===== src/rtl/i2s_pkg.sv =====
// Shared constants and FSM encoding for the I2S receiver.
package i2s_pkg;
    localparam int CNT_W            = 6;
    localparam int MIN_CLK_PER_BCLK = 6;

    typedef logic [1:0] state_t;

    localparam logic [1:0] ST_SEEK  = 2'd0;
    localparam logic [1:0] ST_LEFT  = 2'd1;
    localparam logic [1:0] ST_RIGHT = 2'd2;
endpackage


===== src/rtl/i2s_sync_edge.sv =====
// Multi-flop synchronizer with edge detect; edges are taken against the level
// held at the last 'sample' strobe, so a strobe of 1 gives plain clk-rate edges.
module i2s_sync_edge
    import i2s_pkg::*;
#(
    parameter int SYNC_STAGES = 2
) (
    input  logic clk,
    input  logic reset_n,
    input  logic din,
    input  logic sample,
    output logic lvl,
    output logic rise,
    output logic fall
);
    logic [SYNC_STAGES-1:0] sync_q;
    logic                   prev_q;

    always_ff @(posedge clk or negedge reset_n) begin
        if (!reset_n) begin
            sync_q <= '0;
            prev_q <= 1'b0;
        end else begin
            sync_q[0] <= din;
            for (int i = 1; i < SYNC_STAGES; i++) sync_q[i] <= sync_q[i-1];
            if (sample) prev_q <= lvl;
        end
    end

    assign lvl  = sync_q[SYNC_STAGES-1];
    assign rise = sample & lvl & ~prev_q;
    assign fall = sample & ~lvl & prev_q;
endmodule


===== src/rtl/i2s_rx.sv =====
// I2S receiver: oversamples BCLK/LRCK/SDATA on clk, frames slots by LRCK edges
// and emits one stereo word per complete, correctly sized left+right frame.
module i2s_rx
    import i2s_pkg::*;
#(
    parameter int DATA_WIDTH  = 16,
    parameter int SLOT_BITS   = 32,
    parameter int SYNC_STAGES = 2
) (
    input  logic                    clk,
    input  logic                    reset_n,
    input  logic                    enable,
    input  logic                    i2s_bclk,
    input  logic                    i2s_lrck,
    input  logic                    i2s_sdata,
    output logic [2*DATA_WIDTH-1:0] audio_out,
    output logic                    audio_valid,
    output logic                    frame_err,
    output logic                    locked
);
    localparam logic [CNT_W-1:0] SLOT_LAST = CNT_W'(SLOT_BITS - 1);
    localparam logic [CNT_W-1:0] DATA_LAST = CNT_W'(DATA_WIDTH);
    localparam logic [CNT_W-1:0] CNT_MAX   = '1;

    logic                   bclk_lvl, bclk_rise, bclk_fall;
    logic                   lrck_lvl, lr_rise, lr_fall;
    logic [SYNC_STAGES-1:0] sdata_q;
    logic                   unused_edges;

    i2s_sync_edge #(.SYNC_STAGES(SYNC_STAGES)) u_bclk (
        .clk(clk), .reset_n(reset_n), .din(i2s_bclk), .sample(1'b1),
        .lvl(bclk_lvl), .rise(bclk_rise), .fall(bclk_fall)
    );

    // LRCK edges are judged only at BCLK rises, so they mark slot boundaries.
    i2s_sync_edge #(.SYNC_STAGES(SYNC_STAGES)) u_lrck (
        .clk(clk), .reset_n(reset_n), .din(i2s_lrck), .sample(bclk_rise),
        .lvl(lrck_lvl), .rise(lr_rise), .fall(lr_fall)
    );

    assign unused_edges = bclk_lvl ^ bclk_fall;

    always_ff @(posedge clk or negedge reset_n) begin
        if (!reset_n) begin
            sdata_q <= '0;
        end else begin
            sdata_q[0] <= i2s_sdata;
            for (int i = 1; i < SYNC_STAGES; i++) sdata_q[i] <= sdata_q[i-1];
        end
    end

    state_t                  state;
    logic [CNT_W-1:0]        cnt, cnt_next;
    logic [DATA_WIDTH-1:0]   left_reg, right_reg;
    logic                    slot_edge, shift_en, overflow;

    assign slot_edge = lr_rise | lr_fall;

    always_comb begin
        cnt_next = cnt;
        if (slot_edge)            cnt_next = '0;
        else if (cnt != CNT_MAX)  cnt_next = cnt + 1'b1;
    end

    // Bit 0 of each slot is the I2S delay bit; only 1..DATA_WIDTH carry data.
    assign shift_en = bclk_rise & ~slot_edge & (cnt_next <= DATA_LAST);
    assign overflow = ~slot_edge & (cnt == CNT_MAX - 1'b1);
    assign locked   = (state != ST_SEEK);

    always_ff @(posedge clk or negedge reset_n) begin
        if (!reset_n) begin
            state       <= ST_SEEK;
            cnt         <= '0;
            left_reg    <= '0;
            right_reg   <= '0;
            audio_out   <= '0;
            audio_valid <= 1'b0;
            frame_err   <= 1'b0;
        end else begin
            audio_valid <= 1'b0;
            frame_err   <= 1'b0;
            if (bclk_rise) begin
                cnt <= cnt_next;
                if (shift_en) begin
                    if (lrck_lvl) right_reg <= {right_reg[DATA_WIDTH-2:0], sdata_q[SYNC_STAGES-1]};
                    else          left_reg  <= {left_reg[DATA_WIDTH-2:0], sdata_q[SYNC_STAGES-1]};
                end
            end
            if (!enable) begin
                state <= ST_SEEK;
            end else if (bclk_rise) begin
                case (state)
                    ST_SEEK: if (lr_fall) state <= ST_LEFT;
                    ST_LEFT: begin
                        if (lr_rise) begin
                            if (cnt == SLOT_LAST) state <= ST_RIGHT;
                            else begin
                                frame_err <= 1'b1;
                                state     <= ST_SEEK;
                            end
                        end else if (overflow) begin
                            frame_err <= 1'b1;
                            state     <= ST_SEEK;
                        end
                    end
                    ST_RIGHT: begin
                        // A falling edge always opens a new left slot, even after a bad right slot.
                        if (lr_fall) begin
                            state <= ST_LEFT;
                            if (cnt == SLOT_LAST) begin
                                audio_out   <= {left_reg, right_reg};
                                audio_valid <= 1'b1;
                            end else begin
                                frame_err <= 1'b1;
                            end
                        end else if (overflow) begin
                            frame_err <= 1'b1;
                            state     <= ST_SEEK;
                        end
                    end
                    default: state <= ST_SEEK;
                endcase
            end
        end
    end
endmodule

===== config.mk =====
export PLATFORM = sky130hd
export DESIGN_NAME = i2s_rx
export DESIGN_NICKNAME = d
export VERILOG_FILES = /design/src/rtl/i2s_pkg.sv /design/src/rtl/i2s_sync_edge.sv /design/src/rtl/i2s_rx.sv
export SDC_FILE = /design/constraint.sdc
export NUM_CORES = 1
export LEC_CHECK = 0
export ABC_AREA = 1
export CAP_MARGIN = 5
export CORE_MARGIN = 1.5
export CORE_UTILIZATION = 25
export DETAILED_ROUTE_END_ITERATION = 16
export GPL_TIMING_DRIVEN = 0
export PLACE_DENSITY = 0.39
export REMOVE_ABC_BUFFERS = 1
export SYNTH_ARGS = -nofsm -noshare
export SYNTH_HDL_FRONTEND = slang
export SYNTH_HIERARCHICAL = 1
export SYNTH_SLANG_ARGS = --single-unit

===== constraint.sdc =====
create_clock -name clk -period 3.5 [get_ports clk]
set_input_delay 0.35 -clock clk [delete_from_list [all_inputs] [get_ports clk]]
set_output_delay 0.35 -clock clk [all_outputs]
set_load 0.005 [all_outputs]

# Yosys cells after proc, flatten, opt, wreduce, memory -nomap -nowiden
# Index checks and enable logic that the tools add are counted.
# totals
out_inout_bits	35
word_cells	62
ff_bits	82
# op_classes
n_bitwise	13
eq_ne	7
add_sub_neg	1
reduce_logical	6
muxes	22
n_lt_le_gt_ge	1
# ops
op	n
2-bit two-way mux	7
6-bit two-way mux	2
1-bit two-way mux	11
1-bit AND	8
6-bit by 1-bit adder with 6-bit output (second input constant)	1
6-bit by 5-bit == test with 1-bit output (second input constant)	1
6-bit == test (second input constant)	1
6-bit by 5-bit <= comparator with 1-bit output (second input constant)	1
6-bit != test (second input constant)	1
2-bit one-hot mux with 3 select lines	1
3-bit AND reduction	2
5-bit AND reduction	1
1-bit NOT	4
3-bit != test (second input constant)	1
2-bit by 1-bit == test with 1-bit output (second input constant)	1
2-bit == test (second input constant)	1
2-bit zero test	1
2-bit by 1-bit != test with 1-bit output (second input constant)	1
1-bit one-hot mux with 2 select lines	1
2-bit AND reduction	1
2-bit nonzero test	1
1-bit bitwise OR	1

# Depth between registers and ports, before layout
# Gate-level depths: netlist of run 1.
# logic_depth
word_depth	12
ltp_mapped	13
ltp_nobuf	11

# Hierarchy
# Netlist of run 1, hierarchy kept.
# by_module_without_submodules
mod	area_each_um2	cells_per_inst	instances
i2s_rx	3497.1	381	1
i2s_sync_edge	101.3	10	2

# Worst setup path before layout of run 1
# No wires, ideal clock.
# synth_timing
path_kind	reg-to-reg
startpoint	reg u_bclk.prev_q
endpoint	reg left_reg[10]
t_arrival_ns	1.646
setup_ns	0.116
stages_incl_launch_ff	12
synth_period_minus_slack_ns	1.762
setup_slack_ns	1.738
path_cell_list	dfrtp_1 nor2_1 nand2_1 nor2_1 nor2_2 inv_1 nor2_1 and2_4 buf_8 buf_4 nand4_1 nand2_2
# synth_via
elab_chain_len	9
elab_cells_between_ends	13
cone_classes	order compare: 1; mux: 1; bitwise: 10; reduce/logical: 1
# synth_lines
item	line_no	source
start: declaration	i2s_sync_edge.sv:17	logic prev_q;
start signal: assignment	i2s_sync_edge.sv:26	if (sample) prev_q <= lvl;
1-bit NOT *	i2s_sync_edge.sv:31	assign rise = sample & lvl & ~prev_q;
1-bit AND *	i2s_sync_edge.sv:31	
via bclk_rise	i2s_rx.sv:25	logic bclk_lvl, bclk_rise, bclk_fall;
1-bit AND * (2 in series)	i2s_sync_edge.sv:31	
via lr_rise	i2s_rx.sv:26	logic lrck_lvl, lr_rise, lr_fall;
1-bit bitwise OR *	i2s_rx.sv:57	assign slot_edge = lr_rise | lr_fall;
6-bit two-way mux / 1-bit NOT (equally long branches)	i2s_rx.sv:61, i2s_rx.sv:66	
6-bit by 5-bit <= comparator with 1-bit output / 1-bit AND (equally long branches)	i2s_rx.sv:66	assign shift_en = bclk_rise & ~slot_edge & (cnt_next <= DATA_LAST);
1-bit AND *	i2s_rx.sv:66	
3-bit AND reduction (no source line) *	n/a	
end signal: assignment	i2s_rx.sv:86	else left_reg <= {left_reg[DATA_WIDTH-2:0], sdata_q[SYNC_STAGES-1]};
end: declaration	i2s_rx.sv:54	logic [DATA_WIDTH-1:0] left_reg, right_reg;
# The timed path passes the listed nets; every way through them passes the cells marked *.
# A chain may end at the register's enable or synchronous reset.

# Final worst setup path of run 1
# layout_timing
startpoint	reg u_bclk.prev_q
endpoint	reg audio_out[23]
# layout_via
elab_chain_len	5
# layout_lines
item	line_no	source
1-bit NOT	i2s_sync_edge.sv:31	
1-bit AND	i2s_sync_edge.sv:31	
via bclk_rise	i2s_rx.sv:25	
1-bit AND (2 in series)	i2s_sync_edge.sv:32	assign fall = sample & ~lvl & prev_q;
via lr_fall	i2s_rx.sv:26	
5-bit AND reduction (no source line)	n/a	
end signal: assignment	i2s_rx.sv:111	audio_out <= {left_reg, right_reg};
end: declaration	i2s_rx.sv:16	output logic [2*DATA_WIDTH-1:0] audio_out,
# The timed path passes the listed nets, and every way through them passes these cells.

==> results of run 1 <==
## worst paths after layout
path / start / end / slack (ns) / depth (start not counted)
max in group asynchronous: reset_n / audio_out[3]$_DFFE_PN0P_ / 2.45 / 3
worst max-delay path: u_bclk/prev_q$_DFFE_PN0P_ / audio_out[23]$_DFFE_PN0P_ / 0.45 / 9
worst min register to register: u_lrck/sync_q[0]$_DFF_PN0_ / u_lrck/sync_q[1]$_DFF_PN0_ / 0.35 / 0
worst max register to register: u_bclk/prev_q$_DFFE_PN0P_ / audio_out[23]$_DFFE_PN0P_ / 0.45 / 9
min in group asynchronous: reset_n / audio_out[29]$_DFFE_PN0P_ / 0.45 / 2
worst min-delay path: u_lrck/sync_q[0]$_DFF_PN0_ / u_lrck/sync_q[1]$_DFF_PN0_ / 0.35 / 0
## stage by stage
step / setup TNS [ns] / area, um2 / utilization
2_1_floorplan: 0 / 3553 / -
3_3_place_gp: -105.22 / 4184 / 0.2890
3_5_place_dp: -8.249 / 4209 / 0.2907
4_1_cts: 0 / 4563 / 0.3152
5_1_grt: 0 / 4563 / 0.3152
6_report: 0 / 4563 / 0.3152
## cells in the final DEF, fill, tap and decap left out, types with 4 or more instances in the layout
| cell | count |
|---|---|
| nand2_1 | 153 |
| dfrtp_1 | 82 |
| clkdlybuf4s50_1 | 39 |
| nand2_2 | 37 |
| nand4_1 | 33 |
| inv_1 | 17 |
| clkbuf_16 | 9 |
| o21ai_0 | 7 |
| nor2_1 | 6 |
| ha_1 | 6 |
| nand3_1 | 4 |
| a21oi_1 | 4 |
## cell type report
cell class | count | area share
Clock buffer | 13 | 0.05923
Clock inverter | 3 | 0.01508
Inverter | 21 | 0.01810
Multi-Input combinational cell | 278 | 0.3120
Sequential cell | 82 | 0.4497
Tap cell | 184 | 0.05045
Timing Repair Buffer | 42 | 0.09542
## per-layer routing
layer / GRT usage / wire, um
met1: 0.1527 / 4134
met2: 0.1729 / 3620
met3: 0.01976 / 186
met4: 0.05477 / 177
met5: 0 / 0
## power breakdown
group | internal [W] | switching [W] | leakage, nW
clock network | 0.000687 | 0.000379 | 0.166
logic | 0.000109 | 0.000232 | 0.978
registers | 0.00102 | 0.0000813 | 1.12
total | 0.00182 | 0.000692 | 2.26
## worst register-to-register path, stage by stage (launching register included)
cell and delay (ns):
dfrtp_1 0.37, nor2_1 0.66, nand2_1 0.10, nor2_1 0.29
inv_1 0.12, nor3_1 0.24, nand2_2 0.47, inv_4 0.51
nand2_1 0.14, nand2_1 0.08
## repair_timing
action                                 4_1_cts  5_1_grt
hold buffers                                 1        0
endpoints found under the hold margin       19        0
setup endpoints to repair                   33        0
buffers inserted                             0        0
resized for setup                            2        0
==> results.toml, run 1 <==
[run_status]
status = "completed"

[timing]
worstMarginPinSlew_ns = 0.8418
period_needed_ns = 3.052
fin_crit_sh = 0.8721
rsz0062_at_grt = "no"
whs_ns = 0.3465
fmax_mhz = 327.6
drv_slew = 0
clock_skew_ns = 0.004600
finalWorstSetupSlack_ns = 0.4477
relSlewSlack = 0.4367
finalHoldViolCount = 0
setup_violations = 0

[grt]
grt_pass1_wl_um = 14070
grt_pass1_vias = 2770
grt_antenna_before_repair = 0
grt_max_degree = 64
grt_usage = 0.1124
gr-total-overflow = 0

[routing]
vias = 2721
drt-wirelength-per-cell_um = 13.03
drc = 0
drt_iter0_markers = 152
vias_per_cell = 4.368
dr.pass1.iters = 4
antenna_left = 0
wirelength_um = 8118

[cts]
htreeDepth = 3
cts_inserted_buffers = 9
clock_sinks = 82
cts_max_path_buffers = 2
cts_root_buffer = "clkbuf_16"
clk_pin_slew_ns = 0.06
insertion_delay_ns = 0.33
cts_tree = "done"

[layout]
multi_input_area_mm2 = 0.001424
drive_gt1_frac = 0.1617
insertedDiodeCount = 0
nets = 446
largest_register_ffs = 32
fill_cells = 1517
syn2layout_area_growth_pct = 23.59
finalNonFillerCells = 623
final-seq-area_mm2 = 0.002052

[die]
die-area_mm2 = 0.01551
die_w_um = 124.5
start_util = 0.2550
fp.dieH_um = 124.5
rows = 44
core_area_mm2 = 0.01448
ioPinCount = 41

[critical_path]
critPathKind = "flip-flop to flip-flop"
cp_slowest_cell = "nor2_1"
cp.arrival_ns = 3.32
path_cells = "nor2_1 > nand2_1 > nor2_1 > inv_1 > nor3_1 > nand2_2 > inv_4 > nand2_1 > nand2_1"
cpMostUsedCell = "nand2_1"
cp_max_fo = 33
cp.required_ns = 3.77
cp_num_buf_inv = 2
critPathTopFamily = "simple AND/OR/NAND/NOR gates"
crit_path_end_kind = "flip-flop"
cp-start-kind = "flip-flop"
critPathMaxStageDelay_ns = 0.66

[power_and_ir_drop]
p_leak_nw = 2.260
cellPowerDensity_mw_per_mm2 = 550.6
ir_drop_uv = 236.0
total_power_w = 0.002512

[placed_design]
dp_hpwl_um = 4902
placed_cells = 606
gp_congestion = 0.7343
pre_cts_slack_ns = -0.3154
io_buffers = 40

[synth]
syn_area_per_cell_um2 = 9.254
syn_area_mm2 = 0.003692
yosysWarnings = 6
synthesis.instances = 399

[job]
drv_cap = 0

[worst_hold_path]
hold_path.class = "flip-flop to flip-flop"
(Power assumes the default switching activity.)
==> inputs of run 2 (changes only) <==
--- a/config.mk
+++ b/config.mk
@@ -8,10 +8,10 @@
 export ABC_AREA = 1
 export CAP_MARGIN = 5
 export CORE_MARGIN = 1.5
-export CORE_UTILIZATION = 25
+export CORE_UTILIZATION = 55
 export DETAILED_ROUTE_END_ITERATION = 16
 export GPL_TIMING_DRIVEN = 0
-export PLACE_DENSITY = 0.39
+export PLACE_DENSITY = 0.75
 export REMOVE_ABC_BUFFERS = 1
 export SYNTH_ARGS = -nofsm -noshare
 export SYNTH_HDL_FRONTEND = slang
==> run 2 against run 1 <==
Combinational power about the same. Register-to-register slack better by 0.12 ns. Critical path type unchanged. Largest power group unchanged. Via count up 1.7%. Wire length down 15%. Highest routed layer unchanged. The flow now finishes with violations (design-rule violations). Maximum frequency up 4.3%. Largest cell class unchanged. Sequential cell count unchanged. Clock skew up 0.0025 ns. Critical path depth unchanged. Final cell count down 17%.
==> results.toml, run 2 (synthesis gave the netlist of run 1 again) <==
[grt]
grt_pass1_vias = 2661
grt_max_degree = 63
gr-total-overflow = 0
grt_usage = 0.2118
grtUsageMet1 = 0.2872
grt_antenna_before_repair = 0
grtUsageMet3 = 0.05058
top_usage_layer = "met2"
grt_pass1_wl_um = 12110
grt_util_met2 = 0.3353

[cts]
cts_root_buffer = "clkbuf_8"
cts_tree = "done"
cts_setup_buffers = 0
cts_max_path_buffers = 2
htreeDepth = 3
clock_sinks = 82
insertion_delay_ns = 0.35
cts_inserted_buffers = 9
clk_pin_slew_ns = 0.08

[placed_design]
io_buffers = 40
pre_cts_slack_ns = -0.09738
dp_hpwl_um = 4241
gp_congestion = 0.8298
placed_cells = 499

[routing]
drt_iter0_markers = 152
wirelength_um = 6877
drc = 2
dr.pass1.iters = 11
vias = 2767
drt-wirelength-per-cell_um = 13.33
vias_per_cell = 5.362
antenna_left = 0

[timing]
rsz0062_at_grt = "no"
finalSetupTns_ns = 0
whs_ns = 0.3536
worstMarginPinSlew_ns = 0.7712
finalWorstSetupSlack_ns = 0.5726
fin_crit_sh = 0.8364
period_needed_ns = 2.927
fmax_mhz = 341.6
relSlewSlack = 0.4840
drv_slew = 0
setup_violations = 0
finalHoldViolCount = 0
clock_skew_ns = 0.007070

[layout]
final-seq-area_mm2 = 0.002052
largest_register_ffs = 32
drive_gt1_frac = 0.1640
syn2layout_area_growth_pct = 16.27
multi_input_area_mm2 = 0.001424
mostFrequentLayoutCells = "nand2_1, dfrtp_1, clkdlybuf4s50_1"
final_common_cell = "nand2_1"
finalNonFillerCells = 516
insertedDiodeCount = 0
fill_cells = 507
nets = 446

[die]
die_w_um = 84.94
die-area_mm2 = 0.007214
start_util = 0.5749
core_area_mm2 = 0.006422
ioPinCount = 41
fp.dieH_um = 84.94
rows = 29

[critical_path]
cp_max_fo = 33
critPathKind = "flip-flop to flip-flop"
cp.arrival_ns = 3.22
crit_path_end_kind = "flip-flop"
cp.required_ns = 3.79
cp-start-kind = "flip-flop"

[power_and_ir_drop]
cellPowerDensity_mw_per_mm2 = 500.5
p_leak_nw = 2.196
ir_drop_uv = 301.7

[worst_hold_path]
hold_path.class = "flip-flop to flip-flop"

[run_status]
status = "finished, violations left"
violations = "design-rule violations"

[job]
drv_cap = 0
==> run 2: cell types whose count changed in the layout (fill, tap and decap cells not counted), sizes merged <==
cell      change
clkinvlp      +1
bufinv        -1
clkbuf        -3
clkinv        +3
==> run 2: path summary, 6_finish.rpt <==
path / endpoint / cells after the start / startpoint / slack [ns]
hold / removal: u_bclk/sync_q[1]$_DFF_PN0_ / 0 / u_bclk/sync_q[0]$_DFF_PN0_ / 0.35
setup reg to reg: audio_out[11]$_DFFE_PN0P_ / 9 / u_bclk/prev_q$_DFFE_PN0P_ / 0.57
min in group asynchronous: cnt[1]$_DFFE_PN0P_ / 2 / reset_n / 0.42
setup / recovery: audio_out[11]$_DFFE_PN0P_ / 9 / u_bclk/prev_q$_DFFE_PN0P_ / 0.57
max in group asynchronous: left_reg[0]$_DFFE_PN0P_ / 3 / reset_n / 2.50
hold reg to reg: u_bclk/sync_q[1]$_DFF_PN0_ / 0 / u_bclk/sync_q[0]$_DFF_PN0_ / 0.35
==> run 2: timing repair <==
action / CTS / global route
hold buffers: 1 / 0
resized for setup: 1 / 1
cloned: 0 / 0
hold endpoints to repair: 20 / 0
endpoints found under the setup margin: 32 / 33
pin swaps: 0 / 0
==> run 2: area by class of cell <==
class,count,share of cell area
flip-flops and latches,82,0.4780
multi-input cells,278,0.3317
repair buffers,42,0.1014
clock buffers,10,0.03206
well taps,77,0.02244
inverters,21,0.01924
clock inverters,6,0.01516
==> run 2: metal layers <==
metal | up-vias | wire length [um]
met1 | 1358 | 3218
li1 | 1345 | -
met4 | 0 | 105
met2 | 54 | 3297
met5 | - | 0
met3 | 10 | 256
==> run 2: critical path, stage by stage, from the launching register on <==
cell,delay (ns)
dfrtp_1,0.38
nor2_1,0.60
nand2_1,0.11
nor2_1,0.30
inv_1,0.12
nor3_1,0.25
nand2_2,0.43
inv_4,0.45
nand2_1,0.12
nand2_1,0.09
==> run 2: stage by stage <==
stage,area (um2),total power [W],utilization
2_1_floorplan,3553,0.001359,-
3_3_place_gp,4050,0.001444,0.6306
3_5_place_dp,4075,0.001462,0.6345
4_1_cts,4290,0.002167,0.6680
5_1_grt,4293,0.002263,0.6684
6_report,4293,0.002148,0.6684
==> run 2: power breakdown <==
group | leakage [nW] | switching (W) | internal (W) | total (W)
clock network | 0.103 | 0.000350 | 0.000350 | 0.000701
registers | 1.12 | 0.0000871 | 0.00102 | 0.00111
logic | 0.978 | 0.000228 | 0.000110 | 0.000338
total | 2.20 | 0.000665 | 0.00148 | 0.00215
